--- config.mk ---
export PLATFORM = sky130hd
export DESIGN_NAME = banco_reg_param
export DESIGN_NICKNAME = d
export VERILOG_FILES = /design/src/rtl/banco_reg_param.sv
export SDC_FILE = /design/constraint.sdc
export NUM_CORES = 2
export LEC_CHECK = 0
export CELL_PAD_IN_SITES_DETAIL_PLACEMENT = 0
export CELL_PAD_IN_SITES_GLOBAL_PLACEMENT = 1
export CORE_UTILIZATION = 40
export CTS_BUF_LIST = sky130_fd_sc_hd__clkbuf_4 sky130_fd_sc_hd__clkbuf_8
export DETAILED_ROUTE_END_ITERATION = 8
export MAX_ROUTING_LAYER = met4
export PLACE_DENSITY = 0.75
export SLEW_MARGIN = 20
export SYNTH_ARGS = -nofsm -noshare
export SYNTH_HDL_FRONTEND = slang
export SYNTH_SLANG_ARGS = --single-unit
export TNS_END_PERCENT = 30
--- constraint.sdc ---
create_clock -name clk -period 9.3 [get_ports clk]
set_clock_uncertainty 0.2 [all_clocks]
set_input_delay 2.325 -clock clk [delete_from_list [all_inputs] [get_ports clk]]
set_output_delay 2.325 -clock clk [all_outputs]
set_load 0.02 [all_outputs]
--- src/rtl/banco_reg_param.sv ---
// Parametrised register bank: 2**ADDR_WIDTH x DATA_WIDTH, two read ports, one write port,
// optional hardwired-zero entry 0, write-to-read bypass and registered read outputs.
module banco_reg_param #(
    parameter int DATA_WIDTH = 32,
    parameter int ADDR_WIDTH = 5,
    parameter int ZERO_REG   = 1,
    parameter int BYPASS     = 1,
    parameter int READ_REG   = 0
) (
    input  logic                  clk,
    input  logic                  reset,
    input  logic                  RegWrite,
    input  logic [ADDR_WIDTH-1:0] sel,
    input  logic [DATA_WIDTH-1:0] data,
    input  logic [ADDR_WIDTH-1:0] selA,
    input  logic [ADDR_WIDTH-1:0] selB,
    output logic [DATA_WIDTH-1:0] ReadData1,
    output logic [DATA_WIDTH-1:0] ReadData2,
    output logic [15:0]           wr_count
);

    localparam int DEPTH = 1 << ADDR_WIDTH;

    logic [DATA_WIDTH-1:0] regs [DEPTH];
    logic [15:0]           count_q;
    logic                  wr_ok;
    logic [DATA_WIDTH-1:0] val_a;
    logic [DATA_WIDTH-1:0] val_b;

    // A write aimed at the hardwired-zero entry is dropped entirely: no store, no count, no bypass.
    assign wr_ok = RegWrite && !((ZERO_REG != 0) && (sel == '0));

    always_ff @(posedge clk) begin
        if (reset) begin
            for (int unsigned i = 0; i < DEPTH; i++) begin
                regs[i] <= '0;
            end
        end else if (wr_ok) begin
            regs[sel] <= data;
        end
    end

    always_ff @(posedge clk) begin
        if (reset) begin
            count_q <= '0;
        end else if (wr_ok && (count_q != '1)) begin
            count_q <= count_q + 16'd1;
        end
    end

    assign wr_count = count_q;

    always_comb begin
        val_a = regs[selA];
        if ((ZERO_REG != 0) && (selA == '0)) begin
            val_a = '0;
        end else if ((BYPASS != 0) && wr_ok && (selA == sel)) begin
            val_a = data;
        end
    end

    always_comb begin
        val_b = regs[selB];
        if ((ZERO_REG != 0) && (selB == '0)) begin
            val_b = '0;
        end else if ((BYPASS != 0) && wr_ok && (selB == sel)) begin
            val_b = data;
        end
    end

    generate
        if (READ_REG != 0) begin : g_read_reg
            logic [DATA_WIDTH-1:0] rd1_q;
            logic [DATA_WIDTH-1:0] rd2_q;

            always_ff @(posedge clk) begin
                if (reset) begin
                    rd1_q <= '0;
                    rd2_q <= '0;
                end else begin
                    rd1_q <= val_a;
                    rd2_q <= val_b;
                end
            end

            assign ReadData1 = rd1_q;
            assign ReadData2 = rd2_q;
        end else begin : g_read_comb
            assign ReadData1 = val_a;
            assign ReadData2 = val_b;
        end
    endgenerate

endmodule

==> results.ini <==
[run_status]
status=completed

[floorplan]
start_util=0.404
io_pins=130
die_area_mm2=0.143
fp.dieH_um=378
rows=137
core_mm2=0.140
die_w_um=378

[setup_path]
start_kind=primary input
worstPathCellList=buf_8 -> buf_4 -> nor3_1 -> a21oi_1 -> o31ai_4 -> buf_4 -> nor3_1 -> a211o_1 -> clkdlybuf4s50_1
cp.arrival_ns=6.56
crit_family=buffers and inverters
cpMaxStageDelayCell=a21oi_1
path_max_fanout=44
cp.buffers_inverters=4
slowest_delay_ns=0.78
critPathKind=in2out
cp.required_ns=6.78
crit_path_end_kind=output pin

[clock_tree]
cts_tree=yes
hold_buffers=0
cts_sinks=1040
htree_levels=4
path_clk_slew_ns=0.06
clock_path_buffers=3
clock_latency_ns=0.90
post_cts_resized=0
cts_buffers=170
postCtsSetupRepairBufs=0
cts_root_buf=clkbuf_8

[job]
maxCapViolCount=0

[global_route]
grtUsageTotal=0.310
grt_max_degree=68
grt_pass1_wl_mm=296
antenna_found_initial=16
grt_pass1_vias=38000
gr-total-overflow=0

[sta]
period_share=0.977
setup_viol=0
hold_violations=0
rsz0062_at_grt=false
clock.fmax_ghz=0.110
slew-limit-headroom=0.113
tightest_slew_ns=1.32
tns_ns=0
maxSlewViolCount=0
period_needed_ns=9.08

[pwr]
p_leak_nw=22.1
power_density_mw_per_mm2=176
ir_drop_mv=0.0890

[drt]
drt_iter0_drc=6439
wirelength_mm=216
route.detailed.drc=0
first_pass_iters=5
via_count=39100
drtAntennaViolNets=0
via_per_inst=6.33
wl_per_cell_um=35.0

[logic_synthesis]
synth_commonest_cells=edfxtp_1 (1024), and2_1 (998), mux4_2 (388)
synthCells=4007
synth_seq_cells=1040
syn_area_mm2=0.0565
synth_area_leaders=edfxtp_1 (54%), mux4_2 (15%), and2_1 (11%), mux2i_1 (4.3%), clkbuf_1 (1.7%)
ys_types=70
seq_area_frac_synth=0.550
ys_async_sr_fraction=0
synth_edf_count=1024
yosysWarnings=0
synth.avg_cell_area_um2=14.1
yosysMostFrequentCell=edfxtp_1
post-synth-top-area-fraction=0.545
synth_top_flop_cell=edfxtp_1
synth_area_leader_cell=edfxtp_1

[final_layout]
drive_above_1_share=0.240
area_delta_synth_final_pct=12.6
post-route-util=0.455
design_area_mm2=0.0636
layout.cells.non_filler=6171
nets=4184

[worst_hold_path]
worstHoldPathType=reg2reg

[place]
port_buffers=129
dp_hpwl_mm=130
placed_cells=5837
gp_congestion=0.912
place_area_mm2=0.0602

metrics by stage:
step / hold slack (ns) / worst slack (ns) / total power, mW
floorplan: 0.382 / 2.61 / 6.50
global placement: 0.339 / 0.357 / 7.18
detailed placement: 0.337 / 0.385 / 7.19
CTS: 0.350 / 0.367 / 11.2
global route: 0.396 / 0.387 / 11.5
finish: 0.354 / 0.215 / 11.2
flip-flops by register name, summed over array words and instances (netlist names):
| register | count |
|---|---|
| regs | 1024 |
| wr_count | 16 |
layer usage:
metal | up-vias | global-route usage | part of all wire
li1 | 15600 | - | -
met1 | 20000 | 0.380 | 0.37
met2 | 2907 | 0.462 | 0.45
met3 | 633 | 0.0872 | 0.12
met4 | 0 | 0.169 | 0.057
met5 | - | - | 0
report_power, final:
group          internal, mW  switching [mW]  leakage, nW  total (mW)
registers              5.40           0.129         9.88        5.53
clock network          2.12            1.95         1.76        4.07
logic                 0.625           0.987         10.4        1.61
total                  8.15            3.06         22.1        11.2
area by class of cell:
type,instances,area [µm²]
Clock buffer,235,2850
Timing Repair Buffer,341,3020
Inverter,4,15.0
Fill cell,12200,76100
Tap cell,1876,2350
Clock inverter,79,505
Sequential cell,1040,31100
Antenna cell,20,50.0
Multi-Input combinational cell,2576,23700
tightest hold or removal path, delay by kind of cell, from the launching register on:
| family | cells | cell delay (ns) |
|---|---|---|
| flops | 1 | 0.35 |
| compound gates | 2 | 0.16 |
cells in the final DEF (no fill, tap or decap), types with 44 or more instances in the layout:
cell and count:
mux2i_1 242, buf_4 198, a21oi_1 71, clkinv_1 52, o22ai_1 81, clkbuf_8 174
edfxtp_1 1024, nor3_1 57, or2_2 44, and2_1 999, a221oi_1 60, clkdlybuf4s50_1 105
clkbuf_4 62, nand2_1 62, nor2_1 77, mux4_2 388, a211oi_1 54
path summary, 6_finish.rpt:
path             endpoint  slack [ns]  cells after the start   startpoint
max          ReadData1[1]        0.22                      9      selA[1]
min           wr_count[1]        0.35                      2  wr_count[1]
max reg2reg   wr_count[3]        6.81                      7  wr_count[0]
min reg2reg   wr_count[1]        0.35                      2  wr_count[1]
logic make-up (layout without fill, tap and decap cells):
group           count (synthesis)  in the layout  synth area share
compound gates                435            435            0.0548
xor+xnor                       24             24           0.00372
flops                        1040           1040             0.550
fa+ha+maj                       1              1          0.000222
simple gates                 1414           1414             0.149
buf+inv                       422            659            0.0363
other cells                     1             52         0.0000664
mux                           670            670             0.206
(Power assumes the default switching activity.)
